### src/rtl/rotate_seq.sv
// Multi-cycle shift/rotate sequencer for the 20-bit ALU datapath.
// Performs ROL/ROR/SHL/SHR by 0..31 positions, one single-bit step per clock.
module rotate_seq #(
  parameter int WIDTH = 20,
  parameter int AMT_W = 5
) (
  input  logic             clk,
  input  logic             rst_n,
  input  logic             in_valid,
  output logic             in_ready,
  input  logic [WIDTH-1:0] in_data,
  input  logic [AMT_W-1:0] in_amt,
  input  logic [1:0]       in_op,
  output logic             out_valid,
  input  logic             out_ready,
  output logic [WIDTH-1:0] out_data,
  output logic             out_carry,
  output logic             out_zero,
  output logic             busy
);

  typedef enum logic [1:0] {
    ST_IDLE = 2'd0,
    ST_RUN  = 2'd1,
    ST_DONE = 2'd2
  } state_t;

  localparam logic [1:0]       OP_ROL     = 2'b00;
  localparam logic [1:0]       OP_ROR     = 2'b01;
  localparam logic [1:0]       OP_SHL     = 2'b10;
  localparam logic [1:0]       OP_SHR     = 2'b11;
  localparam logic [AMT_W-1:0] WIDTH_AMT  = AMT_W'(WIDTH);
  localparam logic [AMT_W-1:0] CNT_ZERO   = {AMT_W{1'b0}};
  localparam logic [AMT_W-1:0] CNT_ONE    = AMT_W'(1);
  localparam logic [WIDTH-1:0] DATA_ZERO  = {WIDTH{1'b0}};

  // Rotates wrap modulo WIDTH; shifts saturate at WIDTH (everything shifted out).
  function automatic logic [AMT_W-1:0] eff_count(input logic [AMT_W-1:0] amt,
                                                 input logic [1:0]       op);
    logic [AMT_W-1:0] n;
    n = amt;
    case (op)
      OP_ROL, OP_ROR: begin
        if (amt >= WIDTH_AMT) n = amt - WIDTH_AMT;
        else                  n = amt;
      end
      OP_SHL, OP_SHR: begin
        if (amt > WIDTH_AMT) n = WIDTH_AMT;
        else                 n = amt;
      end
      default: n = amt;
    endcase
    return n;
  endfunction

  // One single-bit step; result is {carry_out, new_data}.
  function automatic logic [WIDTH:0] step_one(input logic [WIDTH-1:0] d,
                                              input logic [1:0]       op);
    logic [WIDTH:0] r;
    r = {1'b0, d};
    case (op)
      OP_ROL:  r = {d[WIDTH-1], d[WIDTH-2:0], d[WIDTH-1]};
      OP_ROR:  r = {d[0], d[0], d[WIDTH-1:1]};
      OP_SHL:  r = {d[WIDTH-1], d[WIDTH-2:0], 1'b0};
      OP_SHR:  r = {d[0], 1'b0, d[WIDTH-1:1]};
      default: r = {1'b0, d};
    endcase
    return r;
  endfunction

  state_t           state_r;
  state_t           state_nxt_s;
  logic [AMT_W-1:0] cnt_r;
  logic [WIDTH-1:0] work_data_r;
  logic             work_carry_r;
  logic [1:0]       op_r;
  logic             out_valid_r;
  logic [WIDTH-1:0] out_data_r;
  logic             out_carry_r;
  logic             in_ready_s;
  logic             busy_s;
  logic             accept_s;
  logic             release_s;
  logic [AMT_W-1:0] eff_cnt_s;
  logic [WIDTH:0]   step_s;

  assign eff_cnt_s = eff_count(in_amt, in_op);
  assign step_s    = step_one(work_data_r, op_r);
  assign accept_s  = in_valid && in_ready_s;
  assign release_s = out_valid_r && out_ready;

  // State register.
  always_ff @(posedge clk or negedge rst_n) begin
    if (!rst_n) begin
      state_r <= ST_IDLE;
    end else begin
      state_r <= state_nxt_s;
    end
  end

  // Next-state logic.
  always_comb begin
    state_nxt_s = state_r;
    case (state_r)
      ST_IDLE: begin
        if (accept_s) begin
          if (eff_cnt_s == CNT_ZERO) state_nxt_s = ST_DONE;
          else                       state_nxt_s = ST_RUN;
        end else begin
          state_nxt_s = ST_IDLE;
        end
      end
      ST_RUN: begin
        if (cnt_r == CNT_ONE) state_nxt_s = ST_DONE;
        else                  state_nxt_s = ST_RUN;
      end
      ST_DONE: begin
        if (release_s) state_nxt_s = ST_IDLE;
        else           state_nxt_s = ST_DONE;
      end
      default: state_nxt_s = ST_IDLE;
    endcase
  end

  // State-decoded handshake/status outputs.
  always_comb begin
    in_ready_s = 1'b0;
    busy_s     = 1'b1;
    case (state_r)
      ST_IDLE: begin
        in_ready_s = 1'b1;
        busy_s     = 1'b0;
      end
      ST_RUN: begin
        in_ready_s = 1'b0;
        busy_s     = 1'b1;
      end
      ST_DONE: begin
        in_ready_s = 1'b0;
        busy_s     = 1'b1;
      end
      default: begin
        in_ready_s = 1'b0;
        busy_s     = 1'b1;
      end
    endcase
  end

  // Working registers: load on accept, step once per RUN cycle.
  always_ff @(posedge clk or negedge rst_n) begin
    if (!rst_n) begin
      cnt_r        <= CNT_ZERO;
      work_data_r  <= DATA_ZERO;
      work_carry_r <= 1'b0;
      op_r         <= OP_ROL;
    end else if (accept_s) begin
      cnt_r        <= eff_cnt_s;
      work_data_r  <= in_data;
      work_carry_r <= 1'b0;
      op_r         <= in_op;
    end else if (state_r == ST_RUN) begin
      cnt_r        <= cnt_r - CNT_ONE;
      work_data_r  <= step_s[WIDTH-1:0];
      work_carry_r <= step_s[WIDTH];
    end else begin
      cnt_r        <= cnt_r;
      work_data_r  <= work_data_r;
      work_carry_r <= work_carry_r;
      op_r         <= op_r;
    end
  end

  // Result stage: captures the finished result one cycle after DONE is
  // entered and freezes it until the consumer takes it.
  always_ff @(posedge clk or negedge rst_n) begin
    if (!rst_n) begin
      out_valid_r <= 1'b0;
      out_data_r  <= DATA_ZERO;
      out_carry_r <= 1'b0;
    end else if (release_s) begin
      out_valid_r <= 1'b0;
      out_data_r  <= out_data_r;
      out_carry_r <= out_carry_r;
    end else if ((state_r == ST_DONE) && !out_valid_r) begin
      out_valid_r <= 1'b1;
      out_data_r  <= work_data_r;
      out_carry_r <= work_carry_r;
    end else begin
      out_valid_r <= out_valid_r;
      out_data_r  <= out_data_r;
      out_carry_r <= out_carry_r;
    end
  end

  assign in_ready  = in_ready_s;
  assign busy      = busy_s;
  assign out_valid = out_valid_r;
  assign out_data  = out_data_r;
  assign out_carry = out_carry_r;
  assign out_zero  = (out_data_r == DATA_ZERO);

endmodule
### config.mk
export PLATFORM = sky130hd
export DESIGN_NAME = rotate_seq
export DESIGN_NICKNAME = d
export VERILOG_FILES = /design/src/rtl/rotate_seq.sv
export SDC_FILE = /design/constraint.sdc
export NUM_CORES = 1
export LEC_CHECK = 0
export CAP_MARGIN = 5
export CORE_UTILIZATION = 30
export DETAILED_ROUTE_END_ITERATION = 6
export GPL_ROUTABILITY_DRIVEN = 0
export RECOVER_POWER = 50
export SLEW_MARGIN = 20
export SYNTH_ARGS = -nofsm -noshare
export SYNTH_HDL_FRONTEND = slang
export SYNTH_SLANG_ARGS = --single-unit
export TNS_END_PERCENT = 1
### constraint.sdc
create_clock -name clk -period 3.02 [get_ports clk]
set_input_delay 0.906 -clock clk [delete_from_list [all_inputs] [get_ports clk]]
set_output_delay 0.906 -clock clk [all_outputs]
set_load 0.1 [all_outputs]
==> flow_summary.toml, run 1 <==
[outcome]
status = "finished, final reports clean"

[global_routing]
grt_overflow_total = 0
grt_pass1_wl_um = 10600
antenna_found_initial = 0
grt_use_total = 0.138
grt_util_met2 = 0.213
grt_max_degree = 53
grt-busiest-layer = "met2"
met3_usage = 0.0353
grt_pass1_vias = 2047
met1_usage = 0.193

[setup_path]
crit_fanout = 3
critPathLaunch = "out_data[14]"
critical_path.endpoint = "out_zero"
required_ps = 2110
crit_arrival_ps = 1660
crit_cells = 4
cp_slowest_cell = "nor4_1"
rr_startpoint = "state_r[1]"
ff2ff_setup_slack_ps = 670
path_cells = "nor4_1 > nand3_1 > nor2_2 > buf_12"
r2r-end = "out_data[4]"
cp_top_family = "simple AND/OR/NAND/NOR gates"
cp-end-kind = "primary output"
cp_num_buf_inv = 1
critPathMaxStageDelay_ps = 430
rr_worst_depth = 3
cp-start-kind = "register"
path_class = "reg -> out"

[routing]
drtIter0Drc = 94
route.vias.total = 2103
finalWirelength_um = 6200
drc = 0
vias_per_cell = 4.94
dr.pass1.iters = 5
ant_nets = 0
wl_per_cell_um = 14.5

[logic_synthesis]
ys.flop_type = "dfrtp_1"
yosys_warnings = 0
syn_area_per_cell_um2 = 10.1
ys_ff_latch = 52
syn_area_um2 = 2710
syn_nets = 304
synthDistinctLibCells = 40
synth_enable_flop_cells = 0
ys_seq_area_frac = 0.479
synth-async-reset-ratio = 1.00
synth_cells = 269

[job]
maxCapViolations = 0

[sta]
period_share = 0.848
relSlewSlack = 0.133
finalClockSkew_ps = 8.66
rsz0062_at_grt = "false"
finalSetupViolations = 0
worst_slew_pin_slew_ps = 1300
finalSetupTns_ps = 0
hold_viol_final = 0
timing.hold.ws_ps = 524
fmax_ghz = 0.390
min_period_ps = 2560
finalMaxSlewViolations = 0

[final_layout]
area_delta_synth_final_pct = 22.0
fin_nets = 353
final_cell_mix = "dfrtp_1, nor2_1, clkdlybuf4s50_1"
n_antenna_cell = 0
multiInputGateArea_um2 = 1240
seqCellArea_um2 = 1300
layout_commonest_cell = "dfrtp_1"
drive_above_1_share = 0.186
num-fill-cells = 890

[die]
num_io_pins = 56
start_util = 0.311
dieArea_um2 = 9430
coreArea_um2 = 8720
die_h_um = 97.1
die_w_um = 97.1
placementRows = 34

[clock_tree]
root_buffer = "clkbuf_8"
cts_resized = 0
clk_pin_slew_ps = 90
postCtsSetupBuffers = 0
clkLatencyLatePin_ps = 300
hold_buffers = 0
htreeDepth = 2
clkSinkCount = 52
cts_buffer_depth = 2
cts_tree = "built"
cts_buffers = 5

[placement]
io_buffers = 55
dp_hpwl_um = 4260

[min_path]
min_path_type = "reg -> reg"
holdCritStartpoint = "cnt_r[4]"
whs_path_depth = 1
[worst min path at each step]
stage          slack, ps           end
6_report             520      cnt_r[4]
2_1_floorplan        460  work_carry_r
3_5_place_dp         500      cnt_r[4]
4_1_cts              520      cnt_r[4]
3_3_place_gp         490  work_carry_r
5_1_grt              540      cnt_r[4]
[cells by family after synthesis]
kind of cell,Yosys count,share of synthesized area
fa+ha+maj,4,0.0184
buf+inv,26,0.0595
flops,52,0.479
compound gates,63,0.133
simple gates,80,0.137
xor+xnor,2,0.00646
mux,42,0.166
[final cells by class]
type / count / area share
Clock buffer: 6 / 0.0219
Clock inverter: 1 / 0.00151
Inverter: 9 / 0.0102
Multi-Input combinational cell: 191 / 0.375
Sequential cell: 52 / 0.393
Tap cell: 108 / 0.0408
Timing Repair Buffer: 59 / 0.157
[sequential cells by signal, summed over array words and instances, names as in the netlist]
name,count
work_data_r,20
work_carry_r,1
state_r,2
out_valid,1
cnt_r,5
out_carry,1
op_r,2
out_data,20
[per-stage QoR]
| stage | setup WS [ps] | std cells | cell area, um^2 | utilization |
|---|---|---|---|---|
| after CTS | 345 | 426 | 3330 | 0.381 |
| after floorplan | 26.4 | 269 | 2720 | - |
| final | 458 | 426 | 3310 | 0.380 |
| after global routing | 294 | 426 | 3310 | 0.380 |
| after global placement | 390 | 419 | 3250 | 0.373 |
| after detailed placement | 230 | 419 | 3250 | 0.373 |
[synth_stat cells, types with 3 or more instances]
cell type / count / area share
dfrtp_1: 52 / 0.48
nor2_1: 30 / 0.041
nand2_1: 26 / 0.036
a21oi_1: 22 / 0.041
o21ai_0: 20 / 0.037
mux2_2: 19 / 0.079
mux2i_1: 19 / 0.070
inv_1: 9 / 0.012
buf_4: 7 / 0.019
buf_2: 6 / 0.011
nand3_1: 6 / 0.011
nor4_1: 5 / 0.012
o21ai_1: 5 / 0.0092
buf_6: 4 / 0.017
ha_1: 4 / 0.018
mux2_1: 4 / 0.017
nor3_1: 3 / 0.0055
[worst reg2reg max path: stages, from the launching register on]
cell and delay, ps:
dfrtp_1 540, nor3b_1 320, clkbuf_1 940, mux2_2 440
[per-layer routing]
| layer | vias up | part of all wire |
|---|---|---|
| li1 | 1035 | - |
| met1 | 1011 | 0.48 |
| met2 | 49 | 0.46 |
| met3 | 8 | 0.045 |
| met4 | 0 | 0.012 |
| met5 | - | 0 |
Power of run 1 is left out: the tool's default activity adds up to more than one toggle a clock period on the data nets, which glitch-free logic cannot reach.
==> run 2, diff against run 1 <==
==> constraint.sdc (replaced) <==
create_clock -name clk -period 2.3 [get_ports clk]
set_input_delay 0.69 -clock clk [delete_from_list [all_inputs] [get_ports clk]]
set_output_delay 0.69 -clock clk [all_outputs]
set_load 0.1 [all_outputs]
==> flow_summary.toml, run 2 (same netlist as run 1, synthesis figures left out) <==
[global_routing]
antenna_found_initial = 0
grt_pass1_vias = 2027
grt_max_degree = 45
grt_pass1_wl_um = 10100
grt_overflow_total = 0
grt_use_total = 0.132

[placement]
pre_cts_ws_ps = -40.8
io_buffers = 55
detailed_place.area_um2 = 3380
dp_hpwl_um = 4320

[routing]
finalWirelength_um = 6030
vias_per_cell = 4.93
wl_per_cell_um = 13.9
drtIter0Drc = 71
dr.pass1.iters = 4
ant_nets = 0
route.vias.total = 2143
drc = 0

[final_layout]
layout_commonest_cell = "dfrtp_1"
design_area_um2 = 3490
num-fill-cells = 882
drive_above_1_share = 0.275
area_delta_synth_final_pct = 28.8
n_antenna_cell = 0
post-route-util = 0.401
fin_nets = 361
final_cell_mix = "dfrtp_1, nor2_1, buf_4"

[outcome]
status = "finished, final reports clean"

[clock_tree]
root_buffer = "clkbuf_8"
htreeDepth = 2
clkSinkCount = 52
clkLatencyLatePin_ps = 300
hold_buffers = 0
cts_buffer_depth = 2
cts_tree = "built"
clk_pin_slew_ps = 90
cts_buffers = 5

[setup_path]
required_ps = 1610
rr_startpoint = "state_r[0]"
path_class = "reg -> out"
critPathLaunch = "out_data[14]"
cp_slowest_cell = "dfrtp_2"
ff2ff_setup_slack_ps = 390
crit_arrival_ps = 1540
critPathMaxStageDelay_ps = 420
path_cells = "nor4_2 > buf_4 > nand3_2 > nor2_4 > buf_12"
crit_fanout = 2
cp-start-kind = "register"
cp_num_buf_inv = 2
cp-end-kind = "primary output"
cp_top_family = "simple AND/OR/NAND/NOR gates"

[die]
coreArea_um2 = 8720
die_w_um = 97.1
dieArea_um2 = 9430
die_h_um = 97.1
start_util = 0.311
num_io_pins = 56
placementRows = 34

[min_path]
holdCritStartpoint = "work_carry_r"
min_path_type = "reg -> reg"

[sta]
rsz0062_at_grt = "true"
worst_slew_pin_slew_ps = 1370
finalMaxSlewViolations = 0
period_share = 0.970
finalSetupViolations = 0
fmax_ghz = 0.448
hold_viol_final = 0
finalClockSkew_ps = 9.80
relSlewSlack = 0.0865
setup_slack_ps = 68.0
min_period_ps = 2230
finalSetupTns_ps = 0

[job]
maxCapViolations = 0
run 2: changes by cell type in the layout (fill, tap and decap cells not counted), sizes merged:
cell           previous run  this run
clkdlybuf4s50            28        27
bufinv                    0         1
clkbuf                    8        11
dlygate4sd3               1         2
buf                      28        33
run 2: worst paths after layout:
check,endpoint,cells past startpoint
worst min register to register,work_carry_r,2
worst max register to register,work_data_r[8],4
worst max-delay path,out_zero,5
min in group asynchronous,out_valid,1
max in group asynchronous,out_data[6],2
worst min-delay path,work_carry_r,2
run 2: layout make-up:
cell class	instances	area, um^2	area share
clock buffer	6	72.6	0.0208
clock inverter	2	35.0	0.0100
inverter	9	33.8	0.00967
multi-input combinational	191	1280	0.367
sequential	52	1330	0.380
tap	108	135	0.0387
timing repair buffer	67	611	0.175
run 2: repair_timing:
| item | in CTS | in global routing |
|---|---|---|
| setup endpoints to repair | 1 | 1 |
| setup buffers | 1 | 1 |
| gates resized for setup | 3 | 0 |
| pin swaps | 1 | 1 |
run 2: metal layers:
| metal | track usage | vias to the layer above | wire length, um |
|---|---|---|---|
| met5 | 0 | - | 0 |
| met4 | 0.0471 | 0 | 33 |
| met3 | 0.0245 | 4 | 264 |
| met2 | 0.210 | 49 | 2880 |
| met1 | 0.181 | 1029 | 2850 |
| li1 | - | 1061 | - |
run 2: through the flow:
| step | cells | hold slack (ps) |
|---|---|---|
| after floorplan | 269 | 394 |
| after global placement | 425 | 486 |
| after detailed placement | 425 | 490 |
| after CTS | 434 | 388 |
| after global routing | 435 | 537 |
| final | 435 | 508 |
run 2: tightest hold or removal path: cells and delay by family, from the launching register on:
kind	cells	cell delay, ps
compound gates	1	70
flops	1	350
simple gates	1	60
Power of run 2 is left out for the same reason.
==> patch, RTL diff (settings of run 2) <==
Re-encode `state_t` (3 states) as one-hot, 3 bits wide.
--- a/src/rtl/rotate_seq.sv
+++ b/src/rtl/rotate_seq.sv
@@ -19,10 +19,10 @@
   output logic             busy
 );
 
-  typedef enum logic [1:0] {
-    ST_IDLE = 2'd0,
-    ST_RUN  = 2'd1,
-    ST_DONE = 2'd2
+  typedef enum logic [2:0] {
+    ST_IDLE = 3'b001,
+    ST_RUN  = 3'b010,
+    ST_DONE = 3'b100
   } state_t;
 
   localparam logic [1:0]       OP_ROL     = 2'b00;
Check against the original RTL: no difference found for any inputs over 4 cycles, from zero or initial values and one cycle with rst_n low; so few cycles prove little.
==> patch against run 2 <==
Wire length grew 8.8%; critical path depth is 2 lower; sequential cell count grew 1; non-clock buffer count increased by 4; maximum frequency down 2.4%; die area is 0.68% lower; hold slack worse by 0.017 ns; final area up 2.6%; worst setup slack worse by 0.056 ns; clock skew down 0.0062 ns; area after synthesis decreased by 0.69%; critical path type unchanged.
Power is left out: the tool's default activity adds up to more than one toggle a clock period on the data nets, which glitch-free logic cannot reach.
==> patch: results (changes against run 2) <==
[yosys]
synth_seq_area_share_pct=49.3  ; +1.3 points
yosysWarnings=0  ; unchanged
ys_top_cells_by_area=dfrtp_1, mux2_1, a221o_1
async_flop_share_pct=100  ; unchanged
synth_commonest_cells=dfrtp_1, nor2_1, mux2_1, a221o_1, mux2i_1
syn_nets=271  ; -11%
synth-edff-count=0  ; unchanged
synth_cell_types=42  ; +5.0%

[global_route]
grt_max_degree=35  ; -22%
grt_use_total_pct=14.6  ; +1.4 points
antenna_found_initial=0  ; unchanged
grt_pass1_wl_um=11000  ; +9.4%

[cts]
cts_buffers=5  ; unchanged
path_clk_slew_ns=0.09  ; about the same
cts_root_buffer=clkbuf_8
htreeDepth=2  ; unchanged
clk_latency_ns=0.30  ; about the same
clock_path_buffers=2  ; unchanged

[final_layout]
nets=334  ; -7.5%
drive_gt1_share_pct=21.0  ; -6.5 points
nFillCells=862  ; -2.3%
syn_to_final_growth_pct=33.1
num_antenna_cells=0  ; unchanged

[drt]
detail_route.first_pass.iterations=4  ; unchanged
wl_um=6560  ; +8.8%
drt_iter0_drc=93  ; +31%
vias=2100  ; -2.0%

[outcome]
status=completed

[place]
port_buffers=55  ; unchanged
dp_worst_setup_slack_ns=-0.104  ; -0.0635 ns
hpwl_um=4690  ; +8.6%

[timing]
tightest_slew_ns=1.06  ; -0.309 ns
fin_skew_ns=0.00363  ; -0.00617 ns

[setup_path]
crit_arrival_ns=1.60  ; +0.06 ns
cp_max_fo=7  ; +5

[hold_path]
min_path_type=reg -> reg

## patch: path summary, 6_finish.rpt
kind	startpoint	endpoint	slack, ns	depth (start not counted)
worst max-delay path	state_r[0]	in_ready	0.01	3
worst min-delay path	out_carry	out_carry	0.49	1
worst max register to register	state_r[2]	out_data[1]	0.43	4
worst min register to register	out_carry	out_carry	0.49	1
max in group asynchronous	rst_n	out_data[7]	0.36	2
min in group asynchronous	rst_n	out_data[14]	0.55	1
## patch: critical path, stage by stage (launching register included)
cell and delay (ns):
dfstp_2 0.60, or3b_4 0.43, clkinvlp_4 0.10, buf_12 0.16
## patch: final cells by class
cell class | count | area (um2) | share of cell area (%)
Clock buffer | 5 | 68.8 | 1.92
Clock inverter | 3 | 65.1 | 1.81
Inverter | 6 | 26.3 | 0.732
Multi-Input combinational cell | 162 | 1330 | 37.0
Sequential cell | 53 | 1330 | 37.0
Tap cell | 108 | 135 | 3.77
Timing Repair Buffer | 71 | 637 | 17.8
## patch: repair_timing
action,CTS,global route
setup buffers,1,1
endpoints found under the setup margin,2,2
resized for setup,2,4
pin swaps,2,2
## patch: metal layers
layer | track usage [%] | part of all wire (%) | vias up
met4 | 3.79 | 0.69 | 0
met2 | 23.0 | 49 | 46
met1 | 20.3 | 47 | 1048
met5 | 0 | 0 | -
li1 | - | - | 999
met3 | 3.40 | 4.0 | 7
## patch: kinds of logic after synthesis
logic type	synth area share, %
and+or+nand+nor	12.8
DFF	49.3
AOI/OAI and AO/OA	14.5
muxes	16.7
buffers and inverters	3.57
xor gates and xnor gates	1.30
adders and majority gates	1.86
## patch: metrics by stage
| stage | utilization, % | hold WS [ns] | cells | cell area (um2) |
|---|---|---|---|---|
| 6_report | 41.1 | 0.491 | 408 | 3590 |
| 5_1_grt | 41.1 | 0.512 | 408 | 3590 |
| 4_1_cts | 41.5 | 0.343 | 407 | 3620 |
| 3_5_place_dp | 39.8 | 0.476 | 398 | 3470 |
| 3_3_place_gp | 39.8 | 0.476 | 398 | 3470 |
| 2_1_floorplan | - | 0.394 | 236 | 2710 |
